<file path="src/rtl/prog_clk_divider.sv">
// Runtime-programmable integer clock divider: clk_out = clk/N with a tick per rising edge.
// Define PROG_CLK_DIVIDER_ODD_DUTY50_EN to stretch odd-N high time to an exact 50% duty.
module prog_clk_divider #(
    parameter int WIDTH       = 8,
    parameter int DEFAULT_DIV = 4
) (
    input  logic             clk,
    input  logic             rst,
    input  logic             en,
    input  logic [WIDTH-1:0] div_in,
    input  logic             div_load,
    output logic             busy,
    output logic             div_err,
    output logic [WIDTH-1:0] div_active,
    output logic             clk_out,
    output logic             tick
);

    logic [WIDTH-1:0] cnt_q, cnt_d;
    logic [WIDTH-1:0] pend_q, pend_d;
    logic [WIDTH-1:0] div_active_q, div_active_d;
    logic             out_q, out_d;
    logic             tick_q, tick_d;
    logic             busy_q, busy_d;
    logic             div_err_q, div_err_d;

    logic load_ok, last, apply;

    always_comb begin
        load_ok = div_load && (div_in >= WIDTH'(2));
        last    = (cnt_q == div_active_q - WIDTH'(1));
        // Pending divisor lands at a period boundary, or at once while stopped.
        apply   = busy_q && (!en || last);

        cnt_d        = '0;
        out_d        = 1'b0;
        tick_d       = 1'b0;
        if (en) begin
            cnt_d  = last ? '0 : cnt_q + WIDTH'(1);
            out_d  = (cnt_q < (div_active_q >> 1));
            tick_d = (cnt_q == '0);
        end

        div_active_d = apply ? pend_q : div_active_q;
        pend_d       = load_ok ? div_in : pend_q;
        busy_d       = load_ok ? 1'b1 : (apply ? 1'b0 : busy_q);
        div_err_d    = div_load && !load_ok;
    end

    always_ff @(posedge clk or posedge rst) begin
        if (rst) begin
            cnt_q        <= '0;
            pend_q       <= '0;
            div_active_q <= WIDTH'(DEFAULT_DIV);
            out_q        <= 1'b0;
            tick_q       <= 1'b0;
            busy_q       <= 1'b0;
            div_err_q    <= 1'b0;
        end else begin
            cnt_q        <= cnt_d;
            pend_q       <= pend_d;
            div_active_q <= div_active_d;
            out_q        <= out_d;
            tick_q       <= tick_d;
            busy_q       <= busy_d;
            div_err_q    <= div_err_d;
        end
    end

`ifdef PROG_CLK_DIVIDER_ODD_DUTY50_EN
    logic out_neg_q, out_neg_d;

    always_comb out_neg_d = out_q;

    always_ff @(negedge clk or posedge rst) begin
        if (rst) out_neg_q <= 1'b0;
        else     out_neg_q <= out_neg_d;
    end

    // Half-cycle extension only for odd N; out_q is low at every boundary, so N swaps are clean.
    assign clk_out = out_q | (out_neg_q & div_active_q[0]);
`else
    assign clk_out = out_q;
`endif

    assign busy       = busy_q;
    assign div_err    = div_err_q;
    assign div_active = div_active_q;
    assign tick       = tick_q;

endmodule

</file>
<file path="config.mk">
export PLATFORM = sky130hd
export DESIGN_NAME = prog_clk_divider
export DESIGN_NICKNAME = d
export VERILOG_FILES = /design/src/rtl/prog_clk_divider.sv
export SDC_FILE = /design/constraint.sdc
export NUM_CORES = 1
export LEC_CHECK = 0
export ABC_AREA = 1
export ABC_CLOCK_PERIOD_IN_PS = 2700
export CAP_MARGIN = 40
export CORE_ASPECT_RATIO = 1.2
export CORE_MARGIN = 5
export CORE_UTILIZATION = 25
export CTS_CLUSTER_SIZE = 40
export DETAILED_ROUTE_END_ITERATION = 7
export PLACE_DENSITY = 0.54
export SLEW_MARGIN = 20
export SYNTH_ARGS = -nofsm -noshare
export SYNTH_HDL_FRONTEND = slang
export SYNTH_SLANG_ARGS = --single-unit
</file>
<file path="constraint.sdc">
create_clock -name clk -period 2.7 [get_ports clk]
set_input_delay 0.54 -clock clk [delete_from_list [all_inputs] [get_ports clk]]
set_output_delay 0.54 -clock clk [all_outputs]
set_load 0.005 [all_outputs]
</file>
== Word level (Yosys, flattened, before mapping) ==
Index checks and enable logic that the tools add are counted.

* Register bits after elaboration: 28
* Input port bits: 12

* Equality and inequality tests: 1
* Add/subtract/negate cells: 2
* Magnitude comparators: 2
* Mux-type cells: 6
* Reductions and logical operators: 8

{| class="wikitable"
|+ Operators with widths
! operator !! number
|-
| 8-bit 2-to-1 mux || 2
|-
| 8-bit by 1-bit adder with 8-bit output, second input constant || 1
|-
| 8-bit equality test || 1
|-
| 8-bit by 2-bit >= comparator with 1-bit output, second input constant || 1
|-
| 8-bit zero test || 1
|-
| 8-bit by 7-bit less-than comparator with 1-bit output || 1
|-
| 8-bit by 1-bit subtractor with 8-bit output, second input constant || 1
|-
| 1-bit 2-to-1 mux || 4
|-
| 1-bit logical AND || 3
|-
| 1-bit zero test || 2
|-
| 2-bit nonzero test || 1
|-
| 1-bit logical OR || 1
|}

== Logic depth before layout (Yosys ltp) ==
Gate-level depths: netlist of the first run.

* Depth in word-level cells: 6
* Gate-level depth with buffers: 14
* Mapped depth without buffers: 14

== Worst setup path before layout of the first run ==
OpenSTA, ideal clock, no wires.

* Path kind: register to register
* Start: register div_active_q[0], in the netlist div_active[0]
* End: register div_active_q[5], in the netlist div_active[5]
* Buffers on the path: 0
* Arrival: 1.524 ns
* Setup time: 0.117 ns
* Stages on the path, launching flop included: 15
* Path slack: 1.059 ns
* Cell sequence: dfrtp_1 -> inv_2 -> ha_1 -> inv_1 -> nand2_1 -> nand3_1 -> nand2_1 -> inv_1 -> nand3_1 -> nor2_1 -> nand2_2 -> nand2_4 -> nand2_2 -> nand2_1 -> nand2_1

* Longest elaborated chain between the ends: 4

{| class="wikitable"
|+ RTL lines
! item !! RTL line !! source
|-
| start: declaration || 21 || <nowiki>logic [WIDTH-1:0] div_active_q, div_active_d;</nowiki>
|-
| start signal: assignment || 54 || <nowiki>div_active_q <= WIDTH'(DEFAULT_DIV);</nowiki>
|-
| start signal: assignment || 62 || <nowiki>div_active_q <= div_active_d;</nowiki>
|-
| 8-bit by 1-bit subtractor with 8-bit output || 31 || <nowiki>last = (cnt_q == div_active_q - WIDTH'(1));</nowiki>
|-
| 8-bit equality test || 31 ||
|-
| 1-bit logical OR || 33 || <nowiki>apply = busy_q && (!en || last);</nowiki>
|-
| 1-bit logical AND || 33 ||
|}

Every way passes these cells.
A chain may end at the register's enable or synchronous reset.

== Worst setup path in the final report of the first run ==
* Start: register div_active_q[0], in the netlist div_active[0]
* End: register div_active_q[6], in the netlist div_active[6]

Same word-level chain as after synthesis.

==> run metrics, run 1 <==
P per Cell Area=526.9 mW/mm^2; Worst Path Max Fanout=16; cell repeated most along the worst path=nand2_1; Fin. Hold Viols=0; clk_skew=a little under 0.004 ns; Post-CTS Setup Inserts=0; # H-tree levels=1; root buffer cell=clkbuf_8; Sw Share=31.54%; Post-Route WL=around 3400 um; Worst Path Buf+Inv=1; Avg Synthesized Cell Area=a little under 8 um^2; initial DRC count=39; Syn Nets=231; gr usage total=under 10%; Max VDD drop=roughly 240 uV; # DRC=0; CTS tree=yes; Via Count=1375; largest net degree at the start of global routing=17; initial antenna violation count=0; diode count=0; crit end category=register; Worst EP required=2.87 ns; sequential power share=48.0%; clock sinks=28; number of global-route vias before repair=approximately 1300; flops & latches, synth=28; crit path DAT=2.18 ns; synthesized area=0.001670 mm^2; Fin Setup TNS=0 ns; placed cell count=315; Maximum Capacitance Violations=0; sequential cell area fraction in the yosys report=42.02%; HPWL Detailed=2826 um; setup violators final=0; CP Launch Type=register; Final Util=31.50%; status=finished clean; Initial Util=25.75%; synth-to-layout area growth=22.32%; Die ar.=0.008423 mm^2; fmax=between 400 and 500 MHz; Num CTS Buffers=3; Net Sw Power=about 0.00034 W; Wirelength per Cell=between 10 and 15 um; total core area=0.006486 mm^2; Final Wtd Congestion=roughly 0.72; share of cells above drive strength 1=10.26%; Worst-path clk slew=0.09 ns; Synth cell types=30; Clock Power Share=about a quarter; worst slew pin tran=roughly 0.52 ns; crit-path cells=inv_2 > ha_1 > nand2_2 > nor2_1 > nand2_1 > nand2_1 > nand2_1 > nor2_2 > nand2_2 > nand2_4 > nand2_2 > nand2_1 > nand2_1; critical path's top delay family=simple AND/OR/NAND/NOR gates; P_int=0.0007371 W; final std cells w/o fill=319; row cnt=32; min Tclk post-route=2.011 ns; Setup CP Type=register to register; # nets final=256; Hold Path Class=register to register; RSZ-0062 raised after global routing=false; remaining antenna violation count=0; DRT Pass-1 Iters=4; GR Overflow Total=0; Resized Gates After CTS=0; Skew-Pair Late Insertion Delay=0.27 ns; Ports=24; peak per-stage delay on the critical path=0.44 ns; die height=between 90 and 100 um; cells after synthesis=210; leak pwr=1.010 nW; die width=84.62 um; first-pass GRT wire length=6009 um; port bufs=23; CTS max path bufs=2; Final period util=74.49%; Final Total Pwr=0.001077 W; max-slew violations=0; hold buffers post-CTS=0; Max-slew headroom=65.07%; yosys warns=0; Avg Vias per Cell=4.310; share of total power in combinational logic=between 20% and 30%; critical path's slowest cell=dfrtp_1
[worst min-delay path, cell delays in order, from the launching register on]
cell and delay (ns):
dfrtp_1 0.36, nand2_1 0.05, nand2_1 0.05
[cells in the final DEF (no fill, tap or decap), drive strengths merged]
| cell | n |
|---|---|
| o211ai | 1 |
| ha | 9 |
| o21ai | 8 |
| inv | 29 |
| a31oi | 1 |
| a211o | 1 |
| dfstp | 1 |
| xor2 | 6 |
| xnor2 | 3 |
| buf | 1 |
| nor2 | 20 |
| clkbuf | 4 |
| clkdlybuf4s50 | 23 |
| nor4 | 2 |
| a21oi | 2 |
| dfrtp | 27 |
| a21boi | 1 |
| nand3 | 25 |
| nand4 | 2 |
| nor3 | 6 |
| a21o | 1 |
| nand2 | 61 |
[routing by layer]
| layer | share of wire, % | track usage [%] | vias up |
|---|---|---|---|
| li1 | - | - | 720 |
| met1 | 47 | 11.30 | 633 |
| met2 | 48 | 14.47 | 18 |
| met3 | 4.2 | 1.823 | 4 |
| met4 | 1.3 | 2.314 | 0 |
| met5 | 0 | 0 | - |
[cells in the mapped netlist]
cell type / instances / area share (%)
a211o_1: 1 / 0.52
a21boi_0: 1 / 0.45
a21o_1: 1 / 0.45
a21oi_1: 2 / 0.60
a31oi_1: 1 / 0.37
buf_2: 2 / 0.60
buf_6: 1 / 0.67
clkbuf_2: 1 / 0.30
dfrtp_1: 27 / 40
dfstp_2: 1 / 1.6
ha_1: 9 / 6.7
inv_1: 27 / 6.1
inv_2: 2 / 0.45
nand2_1: 56 / 13
nand2_2: 4 / 1.5
nand2_4: 1 / 0.67
nand3_1: 21 / 6.3
nand3_2: 4 / 2.4
nand4_1: 2 / 0.75
nor2_1: 17 / 3.8
nor2_2: 2 / 0.75
nor2_4: 1 / 0.67
nor3_1: 2 / 0.60
nor3_2: 4 / 2.4
nor4_1: 2 / 0.75
o211ai_1: 1 / 0.45
o21ai_0: 7 / 2.1
o21ai_1: 1 / 0.30
xnor2_1: 3 / 1.6
xor2_1: 6 / 3.1
[stage by stage]
step / hold slack, ns / instance area [um^2] / setup slack (ns)
floorplan: 0.4425 / 1670 / 1.059
global placement: 0.4603 / 1988 / 0.6372
detailed placement: 0.4645 / 1988 / 0.5893
CTS: 0.4875 / 2043 / 0.6564
global route: 0.5218 / 2043 / 0.4509
finish: 0.4815 / 2043 / 0.6888
[cell type report]
type,instances,area (um^2)
Clock buffer,4,55.05
Timing Repair Buffer,24,237.7
Inverter,29,108.9
Tap cell,85,106.4
Multi-Input combinational cell,149,833.3
Sequential cell,28,701.9
Fill cell,720,4443
[sequential cells by signal (all words and copies together), names as in the netlist]
signal / count
cnt_q: 8
div_active: 8
pend_q: 8
busy: 1
clk_out: 1
div_err: 1
tick: 1
[power groups by stage]
stage               combinational, W  sequential (W)  clock, W
floorplan                   0.000203        0.000511         0
global placement            0.000308        0.000526         0
detailed placement          0.000313        0.000525         0
CTS                         0.000314        0.000517  0.000267
global route                0.000355        0.000525  0.000282
finish                      0.000305        0.000516  0.000255
[cell families (layout without fill, tap and decap cells)]
kind of cell / count (synthesis) / count (layout) / share of synthesized area [%]
AO/OA/AOI/OAI: 15 / 15 / 5.244
XOR/XNOR: 9 / 9 / 4.719
adder cells (fa/ha/maj): 9 / 9 / 6.742
buffers and inverters: 33 / 57 / 8.090
flip-flops: 28 / 28 / 42.02
AND/OR/NAND/NOR: 116 / 116 / 33.18
[worst paths after layout]
check / slack, ns / depth (start not counted) / startpoint / endpoint
max: 0.69 / 13 / div_active[0]$_DFFE_PP0P_ / div_active[6]$_DFFE_PP0P_
min: 0.48 / 2 / pend_q[5]$_DFFE_PP0P_ / pend_q[5]$_DFFE_PP0P_
max reg2reg: 0.69 / 13 / div_active[0]$_DFFE_PP0P_ / div_active[6]$_DFFE_PP0P_
min reg2reg: 0.48 / 2 / pend_q[5]$_DFFE_PP0P_ / pend_q[5]$_DFFE_PP0P_
max in group asynchronous: 1.44 / 3 / rst / div_active[2]$_DFFE_PP1P_
min in group asynchronous: 0.60 / 2 / rst / cnt_q[0]$_DFF_PP0_
Note: power is estimated with default switching activity, not from simulation.
==> run 2: changes to the inputs <==
Settings changed: ABC_CLOCK_PERIOD_IN_PS 2700 to 2000.
Clock period 2.7 ns to 2 ns, I/O delays scaled along.
==> run 2 against run 1 <==
Worst hold slack got worse by 0.0034 ns. Critical path depth decreased by 12. Power increased by 38%. Sequential share of layout area decreased by 1.1 points. Utilization increased by 1.1 points. Via count increased by 1.0%. Critical endpoint is now div_active[2]. Largest cell class unchanged. Highest routed layer unchanged.
==> run metrics, run 2 (synthesis gave the netlist of run 1 again) <==
status=finished clean (unchanged); HPWL Detailed=2904 um (was 2826 um); GR Overflow Total=0 (unchanged); Setup CP Type=register to primary output (was register to register); Worst Path Buf+Inv=1 (unchanged); P_int=0.001017 W (was 0.0007371 W); placed cell count=319 (was 315); Clock Power Share=23.3% (was 23.7%); first-pass GRT wire length=6472 um (was 6009 um); Fillers=717 (was 720); min Tclk post-route=1.834 ns; hold buffers post-CTS=0 (unchanged); Max VDD drop=323.9 uV (was 243.9 uV); Final Total Pwr=0.001490 W (was 0.001077 W); Worst Path Max Fanout=6 (was 16); crit-path cells=clkdlybuf4s50_1 (was inv_2 > ha_1 > nand2_2 > nor2_1 > nand2_1 > nand2_1 > nand2_1 > nor2_2 > nand2_2 > nand2_4 > nand2_2 > nand2_1 > nand2_1); commonest non-fill, non-tap cell in the layout=nand2_1 (unchanged); total core area=0.006486 mm^2 (unchanged); CTS max path bufs=2 (unchanged); sequential power share=46.6% (was 48.0%); Num CTS Buffers=3 (unchanged); RSZ-0062 raised after global routing=false (unchanged); Max-slew headroom=76.42% (was 65.07%); # H-tree levels=1 (unchanged); final std cells w/o fill=326 (was 319); # DRC=0 (unchanged); Final Cell Area=0.002115 mm^2 (was 0.002043 mm^2); Worst-path clk slew=0.09 ns (about the same); initial DRC count=92 (was 39); Crit. path cell count=1 (was 13); Fin Setup TNS=0 ns (unchanged); Hold Path Class=input pin to asynchronous set/reset pin (was register to register); Worst EP required=1.60 ns (was 2.87 ns); Maximum Capacitance Violations=0 (unchanged); clock sinks=28 (unchanged); setup violators final=0 (unchanged); DRT Pass-1 Iters=4 (unchanged); fmax=545.2 MHz; leak pwr=1.046 nW (was 1.010 nW); share of total power in combinational logic=30.1% (was 28.4%); Post-DP Area=0.002018 mm^2 (was 0.001988 mm^2); crit end category=primary output (was register); largest net degree at the start of global routing=29 (was 17); crit path DAT=1.43 ns (was 2.18 ns); # nets final=263 (was 256); critical path's top delay family=flip-flops (was simple AND/OR/NAND/NOR gates); diode count=0 (unchanged); row cnt=32 (unchanged); root buffer cell=clkbuf_8 (unchanged); Net Sw Power=0.0004722 W (was 0.0003395 W); critical path's slowest cell=dfstp_2 (was dfrtp_1); max-slew violations=0 (unchanged); Fin. Hold Viols=0 (unchanged); Final period util=91.70%; Skew-Pair Late Insertion Delay=0.27 ns (about the same); gr usage total=9.255% (was 8.643%); number of global-route vias before repair=1452 (was 1337); Wirelength per Cell=11.40 um (was 10.81 um); initial antenna violation count=0 (unchanged); CP Launch Type=register (unchanged); Ports=24 (unchanged); Post-Route WL=3716 um (was 3447 um); Via Count=1389 (was 1375); Die ar.=0.008423 mm^2 (unchanged); most frequent cells in the layout=nand2_1 (56), inv_1 (27), dfrtp_1 (26) (was nand2_1 (56), inv_1 (27), dfrtp_1 (27)); Final Wtd Congestion=0.7524 (was 0.7234); die height=99.54 um (unchanged); Avg Vias per Cell=4.261 (was 4.310); clk_skew=0.001624 ns (was 0.003897 ns); port bufs=23 (unchanged); Initial Util=25.75% (unchanged); peak per-stage delay on the critical path=0.63 ns (was 0.44 ns); synth-to-layout area growth=26.59% (was 22.32%); P per Cell Area=704.5 mW/mm^2 (was 526.9 mW/mm^2); Sw Share=31.70% (was 31.54%); CTS tree=yes (unchanged); share of cells above drive strength 1=13.69% (was 10.26%); remaining antenna violation count=0 (unchanged); die width=84.62 um (unchanged); worst slew pin tran=0.3538 ns (was 0.5233 ns); worst r2r path cells=12 (was 13)
[run 2: cell types whose count changed in the layout (fill, tap and decap cells not counted)]
cell,previous run,this run
buf_4,1,8
dfrtp_1,27,26
dfrtp_2,0,1
ha_1,9,8
ha_4,0,1
nand2_2,4,3
nand2_4,1,2
[run 2: final timing paths]
path / slack [ns] / from / to
worst max-delay path: 0.17 / div_active[2]$_DFFE_PP1P_ / div_active[2]
worst min-delay path: 0.48 / rst / div_active[7]$_DFFE_PP0P_
worst max register to register: 0.22 / div_active[0]$_DFFE_PP0P_ / div_active[0]$_DFFE_PP0P_
worst min register to register: 0.49 / pend_q[4]$_DFFE_PP0P_ / pend_q[4]$_DFFE_PP0P_
max in group asynchronous: 1.21 / rst / div_active[2]$_DFFE_PP1P_
min in group clk: 0.49 / pend_q[4]$_DFFE_PP0P_ / pend_q[4]$_DFFE_PP0P_
[run 2: metal layers]
layer,vias up,global-route usage (%),wire length (um)
li1,732,-,-
met1,633,11.42,1727
met2,20,16.46,1819
met3,4,1.326,120
met4,0,3.045,50
met5,-,0,0
[run 2: repair_timing]
action                     4_1_cts  5_1_grt
gates resized for setup          0        4
setup endpoints to repair        0       14
buffers inserted                 0        3
[run 2: layout make-up]
cell class	count	area, um^2	area share (%)
Timing Repair Buffer	31	290.3	13.73
Clock buffer	4	55.05	2.604
Multi-Input combinational cell	149	850.8	40.24
Inverter	29	108.9	5.148
Sequential cell	28	703.2	33.25
Tap cell	85	106.4	5.030
[run 2: stage by stage]
| stage | hold slack, ns | util [%] | setup slack, ns |
|---|---|---|---|
| 2_1_floorplan | 0.4425 | - | 0.3593 |
| 3_3_place_gp | 0.4620 | 31.12 | 0.07706 |
| 3_5_place_dp | 0.4700 | 31.12 | 0.05119 |
| 4_1_cts | 0.4917 | 31.96 | 0.03455 |
| 5_1_grt | 0.5262 | 32.60 | 0.005486 |
| 6_report | 0.4781 | 32.60 | 0.1659 |
[run 2: power groups by stage]
stage               sequential (W)  clock, W  combinational [W]
finish                    0.000694  0.000347           0.000448
global route              0.000706  0.000382           0.000520
CTS                       0.000695  0.000361           0.000440
detailed placement        0.000706         0           0.000438
global placement          0.000704         0           0.000432
floorplan                 0.000690         0           0.000274
[run 2: worst register-to-register path, cell delays in order, from the launching register on]
cell     delay [ns]
dfrtp_2        0.45
inv_2          0.15
ha_4           0.18
nand2_2        0.07
o21ai_0        0.17
nand2_1        0.07
nand2_1        0.08
nor2_2         0.04
nand2_2        0.09
nand2_4        0.10
buf_4          0.17
nand3_2        0.05
nand2_1        0.05
